`src/rtl/line_codec_pkg.sv`:
```
// Shared constants, FSM state type and popcount helper for the line encoder/decoder family.
package line_codec_pkg;

  localparam int unsigned LINES      = 8;
  localparam int unsigned CODE_WIDTH = 3;

  typedef enum logic {
    IDLE,
    EMIT
  } state_t;

  function automatic logic [3:0] popcount(input logic [LINES-1:0] vec);
    logic [3:0] n;
    n = '0;
    for (int unsigned i = 0; i < LINES; i++) begin
      n = n + {3'b000, vec[i]};
    end
    return n;
  endfunction

endpackage

```
`src/rtl/priority_encoder_8to3.sv`:
```
// Combinational priority encoder: index of the highest set bit plus an any-set flag.
module priority_encoder_8to3
  import line_codec_pkg::*;
(
  input  logic [LINES-1:0]      vec,
  output logic [CODE_WIDTH-1:0] index,
  output logic                  any
);

  // Ascending scan so the highest set bit is the last one written.
  always_comb begin
    index = '0;
    any   = 1'b0;
    for (int unsigned i = 0; i < LINES; i++) begin
      if (vec[i]) begin
        index = CODE_WIDTH'(i);
        any   = 1'b1;
      end
    end
  end

endmodule

```
`src/rtl/line_encoder_serializer.sv`:
```
// Captures a multi-hot line vector and drains it as 3-bit codes, highest line first,
// one code per Valid/Ready handshake.
module line_encoder_serializer #(
  parameter int unsigned LINES      = 8,
  parameter int unsigned CODE_WIDTH = 3
) (
  input  logic                  Clock,
  input  logic                  Reset,
  input  logic                  Enable,
  input  logic                  Load,
  input  logic [LINES-1:0]      Lines_In,
  output logic                  Busy,
  output logic                  Valid,
  input  logic                  Ready,
  output logic [CODE_WIDTH-1:0] Code,
  output logic                  Last,
  output logic [3:0]            Remaining,
  output logic                  Zero,
  output logic                  Overrun
);

  import line_codec_pkg::*;

  state_t                  state, state_next;
  logic [LINES-1:0]        pending, pending_next;
  logic                    zero_q, zero_next;
  logic                    overrun_q, overrun_next;
  logic [CODE_WIDTH-1:0]   top_index;
  logic                    top_any;
  logic [3:0]              count;

  priority_encoder_8to3 u_encoder (
    .vec   (pending),
    .index (top_index),
    .any   (top_any)
  );

  assign count = popcount(pending);

  always_ff @(posedge Clock or posedge Reset) begin
    if (Reset) begin
      state     <= IDLE;
      pending   <= '0;
      zero_q    <= 1'b0;
      overrun_q <= 1'b0;
    end else begin
      state     <= state_next;
      pending   <= pending_next;
      zero_q    <= zero_next;
      overrun_q <= overrun_next;
    end
  end

  always_comb begin
    state_next   = state;
    pending_next = pending;
    zero_next    = 1'b0;
    overrun_next = overrun_q;
    Busy         = 1'b0;
    Valid        = 1'b0;

    case (state)
      IDLE: begin
        if (Enable && Load) begin
          if (|Lines_In) begin
            pending_next = Lines_In;
            state_next   = EMIT;
          end else begin
            zero_next = 1'b1;
          end
        end
      end
      EMIT: begin
        Busy  = 1'b1;
        Valid = 1'b1;
        if (Enable && Load) begin
          overrun_next = 1'b1;
        end
        // Clearing the reported bit empties pending on the last handshake.
        if (Ready) begin
          pending_next = pending & ~(LINES'(1) << top_index);
          if (count == 4'd1) begin
            state_next = IDLE;
          end
        end
      end
      default: state_next = IDLE;
    endcase

    Code      = (Valid && top_any) ? top_index : '0;
    Last      = Valid && (count == 4'd1);
    Remaining = count;
  end

  assign Zero    = zero_q;
  assign Overrun = overrun_q;

endmodule

```
`config.mk`:
```
export PLATFORM = sky130hd
export DESIGN_NAME = line_encoder_serializer
export DESIGN_NICKNAME = d
export VERILOG_FILES = /design/src/rtl/line_codec_pkg.sv /design/src/rtl/priority_encoder_8to3.sv /design/src/rtl/line_encoder_serializer.sv
export SDC_FILE = /design/constraint.sdc
export NUM_CORES = 1
export LEC_CHECK = 0
export ABC_AREA = 1
export CORE_MARGIN = 10
export CORE_UTILIZATION = 48
export CTS_BUF_LIST = sky130_fd_sc_hd__clkbuf_4
export DETAILED_ROUTE_END_ITERATION = 8
export PLACE_DENSITY = 0.81
export REMOVE_ABC_BUFFERS = 1
export SETUP_SLACK_MARGIN = 0.15
export SYNTH_ARGS = -nofsm -noshare
export SYNTH_HDL_FRONTEND = slang
export SYNTH_SLANG_ARGS = --single-unit
```
`constraint.sdc`:
```
create_clock -name Clock -period 3.9 [get_ports Clock]
set_clock_uncertainty 0.15 [all_clocks]
set_input_delay 0.39 -clock Clock [delete_from_list [all_inputs] [get_ports Clock]]
set_output_delay 0.39 -clock Clock [all_outputs]
set_load 0.005 [all_outputs]
```
## Word-level counts from Yosys, hierarchy flattened

Index checks and enable logic that the tools add are counted.
Widths: inputs -> output; s select.

- Bits in registers: 11
- Bits in latches: 0
- Memory bits (writable): 0
- ROM bits: 0
- Input port bits: 13
- Memories: 0

- Add/sub/neg operators: 7
- Multipliers: 0
- Div/mod/pow operators: 0
- Magnitude comparators: 0
- Eq/ne operators: 4
- Shift-type cells: 1
- Multiplexer cells: 29
- Bitwise operators: 3
- Reduce and logical (&&, ||, !) cells: 6

Operators with widths:

| cell | number |
|---|---|
| $mux 8 | 3 |
| $mux 1 | 17 |
| $add 4x1->4 | 4 |
| $pmux 8 s2 | 1 |
| $mux 3 | 5 |
| $and 8x8->8 | 1 |
| $not 8->8 | 1 |
| $reduce_or 8->1 | 1 |
| $shl 1x3->8 const A | 1 |
| $ne 2x2->1 const B | 3 |
| $add 3x1->4 | 1 |
| $eq 4x1->1 const B | 1 |
| $mux 2 | 2 |
| $add 2x1->3 | 1 |
| $logic_and 1x1->1 | 3 |
| $reduce_and 3->1 | 1 |
| $add 1x1->2 | 1 |
| $pmux 1 s2 | 1 |
| $reduce_and 2->1 | 1 |
| $not 1->1 | 1 |

## Logic depth before layout (Yosys ltp)

Gate-level depths: netlist (run 1).

- Depth in word-level cells: 12
- Depth in mapped cells: 12
- Gate-level depth less buffers: 12

## Cells and area by module

From an unflattened synthesis (run 1), not the netlist that was laid out.

- Cell total of the unflattened synthesis: 146
- Area total of the unflattened synthesis: 943.4 µm²

Modules (own cells, without submodules):

| module | times used | cells an instance | area an instance (µm²) | sequential area each (µm²) |
|---|---|---|---|---|
| line_encoder_serializer | 1 | 126 | 865.8 | 275.3 |
| priority_encoder_8to3 | 1 | 20 | 77.6 | 0.0 |

## Worst setup path before layout (run 1)

No wires, ideal clock.

- Kind: reg-to-output
- Start point: register pending[0]
- End point: output Last
- Data arrival time: 2862 ps
- Data required time: 3360 ps
- Setup slack: 498 ps
- Cell stages (with the launch flop): 12
- Buffers on the path: 0
- Cell sequence: dfrtp_1 -> fa_1 -> inv_1 -> fa_1 -> fa_1 -> inv_1 -> ha_1 -> inv_1 -> fa_1 -> xor2_1 -> nand4_1 -> nor2_1

- Word-level cells in the longest chain between the ends: 9

Ends and longest elaborated chain:

| what | RTL line | RTL |
|---|---|---|
| start: declaration | line_encoder_serializer.sv:25 | `logic [LINES-1:0] pending, pending_next;` |
| start signal: assignment | line_encoder_serializer.sv:48 | `pending <= pending_next;` |
| $add 1x1->2 | line_codec_pkg.sv:16 | `n = n + {3'b000, vec[i]};` |
| $add 2x1->3 | line_codec_pkg.sv:16 |  |
| $add 3x1->4 | line_codec_pkg.sv:16 |  |
| $add 4x1->4 (4 in series) | line_codec_pkg.sv:16 |  |
| $eq 4x1->1 | line_encoder_serializer.sv:91 | `Last = Valid && (count == 4'd1);` |
| $logic_and 1x1->1 | line_encoder_serializer.sv:91 |  |
| end: declaration | line_encoder_serializer.sv:16 | `output logic Last,` |

No other way between the ends.

## Worst setup path after layout (run 1)

- Start point: register pending[0]
- End point: register state

- Word-level cells in the longest chain between the ends: 11

Ends and longest elaborated chain:

| what | RTL line | RTL |
|---|---|---|
| $add 1x1->2 | line_codec_pkg.sv:16 |  |
| $add 2x1->3 | line_codec_pkg.sv:16 |  |
| $add 3x1->4 | line_codec_pkg.sv:16 |  |
| $add 4x1->4 (4 in series) | line_codec_pkg.sv:16 |  |
| $eq 4x1->1 | line_encoder_serializer.sv:82 | `if (count == 4'd1) begin` |
| $mux 1 | line_encoder_serializer.sv:82 |  |
| $mux 1 | line_encoder_serializer.sv:80 | `if (Ready) begin` |
| $pmux 1 s2 | line_encoder_serializer.sv:62 | `case (state)` |
| net state_next | line_encoder_serializer.sv:24 | `state_t state, state_next;` |
| end signal: assignment | line_encoder_serializer.sv:47 | `state <= state_next;` |
| end: declaration | line_encoder_serializer.sv:24 |  |

The timed path passes the listed nets, and every way through them passes these cells.
A chain may end at the register's enable or synchronous reset.

==> metrics, run 1 <==
number of fill cells 114; worst path setup slack after routing -0.269 ns; top cells by area in the synthesized netlist dfrtp_1 32%, nand2_1 21%, inv_1 11%, fa_1 9.4%, ha_1 5.9%; maximum clock rate 0.240 GHz; average instance area after synthesis 6.98 um^2; data required time of the critical path 3.91 ns; post-route minimum period 4.17 ns; starting density of the core 49.9%; Critical Path Fanout Max 2; Critical path origin pending[0]$_DFFE_PP0P_; buffer levels on the longest clock path 2; arrival time of the worst setup path roughly 4.2 ns; share of the core filled with cells in the final layout between 70% and 80%; Finished Layout Cells between 150 and 200; remaining antenna violation count 0; area share of the leading cell type in the synthesized netlist 32.3%; number of enable-type register cells in the synthesized netlist 0; placed wire-length estimate about 1800 um; die extent in x 62.1 um; Top Ports 25; post-detailed-route wirelength per cell 15.6 um; most frequent cell after synthesis nand2_1; dominant synthesized flop cell dfrtp_1; number of search-and-repair iterations in the first detailed-routing pass 4; height of the die slightly above 60 um; top cell types by occurrence after synthesis 47 x nand2_1, 25 x inv_1, 11 x dfrtp_1; ratio of final minimum period to clock period 107%; global-route met2 utilization 20.9%; antenna cell count 0; Hold Violations, Final 0; critical path endpoint category flip-flop; RSZ-0062 raised after global routing true; input/output buffers 24; first-pass GRT wire length 4050 um; Die Outline Area 3860 um^2; total length of routed wires 2920 um; post-synthesis async set-or-reset flop share 100%; gp weighted congestion 0.906; Yosys reg bits 11; maximum number of pins on one net before global-route repair 15; fraction of met1 tracks used by global routing 14.5%; biggest area consumer among synthesized cells dfrtp_1; post-synthesis cell count ~120; area overhead of the layout relative to synthesis 50.8%; class of the tightest hold or removal check in -> async; post-synthesis cell type count 19; Total Nets Final between 150 and 200; via count of the first global-routing pass 894; number of max-slew violations in the final report 0; global router's overall resource usage 12.4%; count of maximum capacitance violations 0; placed cell area 1130 um^2; Via-to-Cell Ratio 5.20; Netlist Area Pre-Place approximately 850 um^2; transition at the pin with the smallest max-transition slack 0.472 ns; number of buffers created by CTS 3; sequential cell area fraction in the yosys report 32.3%; number of warnings issued by yosys 0; number of H-tree branching levels 1; clock transition at the register clock pins on the worst setup and hold paths after CTS roughly 0.07 ns; total congestion overflow 0; ratio of cells with drive above 1 in the final layout between 20% and 30%; logic depth of the worst register-to-register path 19; root buffer selected by CTS clkbuf_4; busiest grt layer met2; failing checks negative setup slack; final setup violation count 3; clock tree sinks 11; later-pin clock latency in the skew report ~0.28 ns; post-route cell area ~1300 um^2; antenna violations before repair 0; startpoint-to-endpoint class of the critical path reg -> reg; FF-to-FF Start pending[0]$_DFFE_PP0P_; core box area 1710 um^2; Starting DRT DRC Count 59; Placed Cells 172; critical path startpoint category flip-flop; met3 track utilization from global routing 3.58%; remaining routing DRC violations 0; run status finished, violations left; Rows 15; via total after detailed routing 972; TritonCTS clock tree yes; worst slew margin relative to its limit between 60% and 70%
## worst max-delay path, stage by stage, from the launching register on
cell	delay, ns
dfrtp_1	0.41
fa_1	0.53
inv_1	0.05
fa_1	0.50
fa_1	0.41
inv_1	0.08
ha_2	0.18
inv_2	0.04
fa_2	0.36
xor2_2	0.20
nand4_1	0.17
buf_4	0.18
buf_6	0.11
buf_6	0.11
buf_6	0.10
buf_6	0.10
buf_6	0.10
buf_6	0.10
o21ai_2	0.10
nand2_1	0.07
## metrics by stage
| stage | setup WS [ns] | hold WS, ns | TNS [ns] |
|---|---|---|---|
| 6_report | -0.269 | 0.303 | -0.567 |
| 5_1_grt | -0.408 | 0.335 | -0.925 |
| 4_1_cts | -0.125 | 0.292 | -0.237 |
| 3_5_place_dp | -0.158 | 0.315 | -0.158 |
| 3_3_place_gp | -0.0689 | 0.320 | -0.0689 |
| 2_1_floorplan | 0.498 | 0.0924 | 0 |
## cell families (layout without fill, tap and decap cells)
logic type / after synthesis / after routing / synth area share [%]
xor gates and xnor gates: 1 / 1 / 1.03
adders and majority gates: 8 / 8 / 15.3
AOI/OAI and AO/OA: 8 / 8 / 6.31
DFF: 11 / 11 / 32.3
buffers and inverters: 27 / 67 / 12.5
and+or+nand+nor: 67 / 67 / 32.6
## final cells by class
class	count	area [um^2]	share of cell area, %
tap	25	31.3	2.43
inverter	25	93.8	7.30
clock buffer	4	30.0	2.34
multi-input combinational	84	489	38.1
timing repair buffer	38	365	28.4
sequential	11	275	21.4
## timing repair
| item | CTS | global route |
|---|---|---|
| endpoints found under the setup margin | 3 | 5 |
| hold buffers | 0 | 0 |
| resized for setup | 25 | 5 |
| setup buffers | 9 | 2 |
| pin swaps | 2 | 1 |
## layer usage
metal | routed length, um | up-vias
met5 | 0 | -
met4 | 104 | 0
met3 | 241 | 15
met2 | 1390 | 54
met1 | 1180 | 461
li1 | - | 442
## registers in the layout, summed over array words and instances (netlist names)
signal   cells
pending      8
Overrun      1
Zero         1
state        1
## cells in the final DEF (no fill, tap or decap)
cell	n
inv_2	3
ha_2	1
dlymetal6s2s_1	1
o21ai_0	2
nand2_1	47
nand3_1	7
nor2_1	7
a21oi_2	1
dfrtp_1	11
clkbuf_4	4
fa_1	3
nand2_4	1
inv_1	22
nand4_1	1
nor4_1	1
clkdlybuf4s50_1	20
buf_6	8
nor2_2	3
xor2_2	1
fa_2	1
ha_1	3
o21bai_1	1
buf_2	2
buf_4	7
a21oi_1	1
o21ai_2	3
## path summary, 6_finish.rpt
| check | end | slack [ns] |
|---|---|---|
| min in group Clock | Overrun$_DFFE_PP0P_ | 0.37 |
| min reg2reg | Overrun$_DFFE_PP0P_ | 0.37 |
| min | pending[0]$_DFFE_PP0P_ | 0.30 |
| max in group asynchronous | Overrun$_DFFE_PP0P_ | 3.00 |
| max reg2reg | state$_DFF_PP0_ | -0.27 |
| max | state$_DFF_PP0_ | -0.27 |
Power of run 1 is not shown: default switching activity piles up to over one toggle a cycle in this logic, so the estimate is an artifact.
==> run 2: changes to the inputs <==
==> constraint.sdc (replaced) <==
create_clock -name Clock -period 3.9 [get_ports Clock]
set_clock_uncertainty 0.15 [all_clocks]
set_input_delay 0.78 -clock Clock [delete_from_list [all_inputs] [get_ports Clock]]
set_output_delay 0.78 -clock Clock [all_outputs]
set_load 0.005 [all_outputs]
==> run 2 against run 1 <==
  * Critical endpoint is now Last
  * Critical path depth fell by 8
  * Cell area fell by 3.5%
  * Hold slack improved by 0.028 ns
  * The run still ends with negative setup slack left
  * Die area did not move
  * Worst setup slack got worse by 0.089 ns
  * Clock-buffer cell count did not move
  * Highest routed layer unchanged
==> metrics, run 2 (synthesis gave the netlist of run 1 again) <==
antenna violations before repair 0 (unchanged); cell breakdown of the critical path fa_1 -> inv_1 -> fa_1 -> fa_2 -> inv_2 -> ha_4 -> inv_2 -> fa_2 -> nand4_1 -> nor2_1 -> buf_2; Starting DRT DRC Count 17 (-71%); Critical Path Fanout Max 2 (unchanged); run status finished, violations left; Top Ports 25 (unchanged); area overhead of the layout relative to synthesis 45.5%; global router's overall resource usage 11.6% (-0.83 points); transition at the pin with the smallest max-transition slack 0.434 ns (-0.0374 ns); first-pass GRT wire length 3830 um (-5.5%); most common cell after layout, fill and taps aside nand2_1; ratio of cells with drive above 1 in the final layout 22.0% (+0.41 points); Die Outline Area 3860 um^2 (unchanged); Via-to-Cell Ratio 4.81 (-7.5%); remaining routing DRC violations 0 (unchanged); core box area 1710 um^2 (unchanged); register name with the most flops pending; antenna cell count 0 (unchanged); remaining antenna violation count 0 (unchanged); starting density of the core 49.9% (unchanged); number of buffers created by CTS 3 (unchanged); via count of the first global-routing pass 932 (+4.3%); clock tree sinks 11 (unchanged); critical path endpoint category output pin; number of fill cells 118 (+3.5%); top library cells by usage in the layout, fill and taps aside 47 x nand2_1, 20 x inv_1, 19 x clkdlybuf4s50_1, 11 x dfrtp_1, 10 x buf_4; maximum number of pins on one net before global-route repair 15 (unchanged); total congestion overflow 0 (unchanged); Worst Hold Margin 0.331 ns (+0.0283 ns); number of H-tree branching levels 1 (unchanged); Rows 15 (unchanged); worst slew margin relative to its limit 71.0% (+2.5 points); critical path startpoint category flip-flop; later-pin clock latency in the skew report 0.27 ns (about the same); height of the die 62.1 um (unchanged); worst path setup slack after routing -0.358 ns (-0.0885 ns); gp weighted congestion 0.876 (-3.3%); RSZ-0062 raised after global routing true; CP bufs+invs 4 (-6); peak supply drop 0.000954 V; root buffer selected by CTS clkbuf_4; via total after detailed routing 885 (-9.0%); placed wire-length estimate 1780 um (+0.41%); slowest stage cell on the critical path fa_1; failing checks negative setup slack; clock transition at the register clock pins on the worst setup and hold paths after CTS 0.07 ns (about the same); Total Power approximately 1400 uW; final setup violation count 3 (unchanged); post-detailed-route wirelength per cell 12.3 um (-21%); number of search-and-repair iterations in the first detailed-routing pass 4 (unchanged); arrival time of the worst setup path 3.33 ns (-0.85 ns); Total Nets Final 181 (-1.6%); data required time of the critical path 2.97 ns (-0.94 ns); number of hold-repair buffers added at the cts stage 0 (unchanged); input/output buffers 24 (unchanged); kind of cell with the highest combined delay on the critical path adder cells; share of the core filled with cells in the final layout 72.6% (-2.6 points); Total Neg Setup Slack -0.889 ns (-0.322 ns); class of the tightest hold or removal check reg -> reg; number of max-slew violations in the final report 0 (unchanged); Placement Setup Slack -0.566 ns (-0.407 ns); total length of routed wires 2260 um (-23%); Hold Violations, Final 0 (unchanged); leakage power figure roughly 0.00067 uW; number of flip-flops under the largest register name 8 (unchanged); peak per-stage delay on the critical path 0.55 ns (+0.02 ns); die extent in x 62.1 um (unchanged); post-route minimum period 4.26 ns (+0.0885 ns); ratio of final minimum period to clock period 109% (+2.3 points); buffer levels on the longest clock path 2 (unchanged); startpoint-to-endpoint class of the critical path reg -> out; count of maximum capacitance violations 0 (unchanged); pwr dens 1160 nW/um^2; TritonCTS clock tree yes; maximum clock rate 0.235 GHz (-2.1%)
## run 2: changes by cell type in the layout (fill, tap and decap cells not counted), moves of 2 or more
cell / before / now
buf_6: 8 / 3
inv_2: 3 / 5
inv_1: 22 / 20
buf_4: 7 / 10
## run 2: what timing repair did
item / CTS / global route
setup buffers: 2 / 2
endpoints found under the hold margin: 0 / 0
pin swaps: 4 / 1
resized for setup: 29 / 3
endpoints found under the setup margin: 5 / 5
## run 2: power breakdown
| group | leakage [uW] | internal [uW] | switching (uW) |
|---|---|---|---|
| Clock | 0.0000184 | 46.6 | 40.2 |
| Combinational | 0.000513 | 568 | 572 |
| Sequential | 0.000137 | 157 | 51.6 |
## run 2: worst reg2reg max path: stages, from the launching register on
cell	delay, ns
dfrtp_1	0.41
fa_1	0.55
inv_1	0.05
fa_1	0.50
fa_2	0.44
inv_2	0.07
ha_4	0.13
inv_2	0.04
fa_2	0.53
nand4_1	0.12
o21ai_0	0.17
nand2_1	0.07
## run 2: worst paths after layout
kind / start / endpoint / slack [ns] / cells past startpoint
max in group asynchronous: Reset / pending[0]$_DFFE_PP0P_ / 2.64 / 2
min reg2reg: Overrun$_DFFE_PP0P_ / Overrun$_DFFE_PP0P_ / 0.33 / 1
max reg2reg: pending[0]$_DFFE_PP0P_ / state$_DFF_PP0_ / 0.55 / 11
min: Overrun$_DFFE_PP0P_ / Overrun$_DFFE_PP0P_ / 0.33 / 1
min in group asynchronous: Reset / pending[6]$_DFFE_PP0P_ / 0.66 / 2
max: pending[0]$_DFFE_PP0P_ / Last / -0.36 / 11
## run 2: final cells by class
| cell class | instances | area [um^2] | share of cell area, % |
|---|---|---|---|
| multi-input cells | 84 | 495 | 40.0 |
| repair buffers | 35 | 314 | 25.3 |
| flip-flops and latches | 11 | 275 | 22.2 |
| inverters | 25 | 93.8 | 7.57 |
| well taps | 25 | 31.3 | 2.52 |
| clock buffers | 4 | 30.0 | 2.42 |
## run 2: per-stage QoR
stage / area (um^2) / std cells
3_5_place_dp: 1160 / 176
6_report: 1240 / 184
5_1_grt: 1240 / 184
3_3_place_gp: 1160 / 176
2_1_floorplan: 840 / 120
4_1_cts: 1230 / 182
## run 2: routing by layer
layer / global-route usage (%) / part of all wire, %
met1: 12.1 / 41
met2: 21.2 / 51
met3: 3.41 / 5.9
met4: 4.29 / 2.0
met5: 0 / 0
No activity file was read; power rests on OpenSTA's default activity.
==> run 3: changes to the inputs <==
CORE_MARGIN = 3   (was 10)
clock period = 4.6 ns   (was 3.9 ns; I/O delays follow)
==> run 3 against run 2 <==
  * Register-to-register slack improved by 0.64 ns
  * Sequential share of layout area is 1.7 points higher
  * Die area shrank 40%
  * Core utilization fell by 0.31 points
  * Cell area down 7.1%
  * First-iteration DRC count shrank 24%
  * Cell count decreased by 5.4%
  * Clock power down 18%
  * Critical path depth stayed put
  * Via count shrank 7.9%
  * Non-clock buffer count is 9 lower
  * The flow now finishes without violations
  * Wire length decreased by 12%
==> metrics, run 3 (synthesis gave the netlist of run 1 again) <==
proportion of power drawn by flip-flops and latches 16.8% (+2.3 points); Rows 14 (-1); Worst Hold Margin 0.329 ns (-0.00186 ns); TritonCTS clock tree yes; top library cells by usage in the layout, fill and taps aside 47 x nand2_1, 23 x inv_1, 21 x clkdlybuf4s50_1, 11 x dfrtp_1, 8 x nor2_1; antenna cell count 0 (unchanged); Comb pwr share 76.5% (-3.0 points); RSZ-0062 raised after global routing true; pwr dens 926 nW/um^2 (-20%); class of the tightest hold or removal check reg -> reg; switching power summed over all nets 504 uW (-24%); remaining antenna violation count 0 (unchanged); portion of total power attributed to the clock network 6.7% (+0.7 points); Total Nets Final 172 (-5.0%); starting density of the core 53.5% (+3.6 points); core box area 1590 um^2 (-6.7%); antenna violations before repair 0 (unchanged); data required time of the critical path 3.53 ns (+0.56 ns); worst slew margin relative to its limit 72.4% (+1.4 points); total congestion overflow 0 (unchanged); post-detailed-route wirelength per cell 11.4 um (-7.1%); total length of routed wires 1980 um (-12%); worst path setup slack after routing 0.122 ns (+0.479 ns); logic depth of the worst register-to-register path 11 (unchanged); count of maximum capacitance violations 0 (unchanged); number of H-tree branching levels 1 (unchanged); global router's overall resource usage 20.4% (+8.8 points); number of buffers created by CTS 3 (unchanged); end of the worst register-to-register path state$_DFF_PP0_; critical path endpoint category output pin; Die Outline Area 2320 um^2 (-40%); FF-to-FF Start pending[1]$_DFFE_PP0P_; root buffer selected by CTS clkbuf_4; input/output buffers 24 (unchanged); most common cell after layout, fill and taps aside nand2_1; later-pin clock latency in the skew report 0.27 ns (about the same); leakage power figure 0.000624 uW (-6.6%); Via-to-Cell Ratio 4.68 (-2.6%); post-route minimum period between 4 and 5 ns; remaining routing DRC violations 0 (unchanged); run status finished clean; transition at the pin with the smallest max-transition slack 0.414 ns (-0.0199 ns); register name with the most flops pending; Critical Path Fanout Max 4 (+2); arrival time of the worst setup path 3.41 ns (+0.08 ns); via total after detailed routing 815 (-7.9%); ratio of cells with drive above 1 in the final layout 13.3% (-8.7 points); number of flip-flops under the largest register name 8 (unchanged); final setup violation count 0 (-3); Critical path origin pending[1]$_DFFE_PP0P_; register-to-register setup slack 1.19 ns (+0.64 ns); placed wire-length estimate 1670 um (-6.0%); startpoint-to-endpoint class of the critical path reg -> out; area overhead of the layout relative to synthesis 35.2%; Internal Power 563 uW (-27%); maximum clock rate 0.223 GHz; via count of the first global-routing pass 796 (-15%); height of the die 48.1 um (-23%); Total Power 1070 uW (-26%); maximum number of pins on one net before global-route repair 15 (unchanged); Starting DRT DRC Count 13 (-4); buffer levels on the longest clock path 2 (unchanged); Placement Setup Slack 0.00888 ns (+0.574 ns); number of max-slew violations in the final report 0 (unchanged); number of fill cells 126 (+6.8%); CP Capture Point Last; clock tree sinks 11 (unchanged); peak supply drop 0.000895 V (-6.1%); Top Ports 25 (unchanged); Hold Violations, Final 0 (unchanged); clock transition at the register clock pins on the worst setup and hold paths after CTS 0.07 ns (about the same); critical path startpoint category flip-flop; number of search-and-repair iterations in the first detailed-routing pass 4 (unchanged); first-pass GRT wire length 3270 um (-15%); die extent in x 48.1 um (-23%); sw frac 47.2% (+0.97 points); gp weighted congestion 0.789 (-9.9%); ratio of final minimum period to clock period 97.4%
run 3: cell count changes in the layout (fill, tap and decap cells not counted), moves of 2 or more:
cell and delta:
buf_4 -8, buf_6 -3, clkdlybuf4s50_1 +2, inv_1 +3
inv_2 -3
run 3: worst min-delay path by stage:
stage / start / endpoint / slack, ns / cells past startpoint
CTS: Overrun$_DFFE_PP0P_ / Overrun$_DFFE_PP0P_ / 0.34 / 1
global route: Overrun$_DFFE_PP0P_ / Overrun$_DFFE_PP0P_ / 0.37 / 1
floorplan: Overrun$_DFFE_PP0P_ / Overrun$_DFFE_PP0P_ / 0.32 / 1
global placement: Overrun$_DFFE_PP0P_ / Overrun$_DFFE_PP0P_ / 0.32 / 1
detailed placement: Overrun$_DFFE_PP0P_ / Overrun$_DFFE_PP0P_ / 0.31 / 1
finish: Overrun$_DFFE_PP0P_ / Overrun$_DFFE_PP0P_ / 0.33 / 1
run 3: stage by stage:
stage | instances | cell area [um^2] | utilization (%) | setup TNS, ns
after floorplan | 120 | 840 | - | 0
after global routing | 174 | 1150 | 72.3 | -0.0125
after detailed placement | 168 | 1110 | 69.6 | 0
after CTS | 173 | 1150 | 72.1 | 0
after global placement | 168 | 1110 | 69.6 | 0
final | 174 | 1150 | 72.3 | 0
run 3: power groups by stage:
stage / Clock, uW / Combinational [uW] / Sequential, uW
2_1_floorplan: 0 / 459 / 172
3_3_place_gp: 0 / 790 / 178
3_5_place_dp: 0 / 829 / 182
4_1_cts: 71.3 / 816 / 179
5_1_grt: 77.7 / 925 / 186
6_report: 71.0 / 816 / 180
run 3: cell type report:
class	count	area, um^2	share of cell area, %
Sequential cell	11	275	23.9
Multi-Input combinational cell	84	483	41.9
Timing Repair Buffer	26	240	20.8
Tap cell	24	30.0	2.61
Clock buffer	4	30.0	2.61
Inverter	25	93.8	8.14
run 3: what timing repair did:
item / in CTS / in global routing
endpoints found under the setup margin: 3 / 3
hold buffers: 0 / 0
pin swaps: 2 / 3
resized for setup: 6 / 9
buffers inserted: 1 / 1
run 3: worst max-delay path, cell delays in order, from the launching register on:
cell and delay (ns):
dfrtp_1 0.43, fa_1 0.54, inv_2 0.04, fa_1 0.47
fa_1 0.50, inv_1 0.07, ha_2 0.17, inv_2 0.04
fa_2 0.54, nand4_1 0.11, nor2_1 0.11, buf_2 0.12
run 3: routing by layer:
layer	GRT usage, %	share of wire, %
met3	3.69	5.7
met2	36.7	54
met4	6.45	0.86
met1	24.5	39
met5	0	0
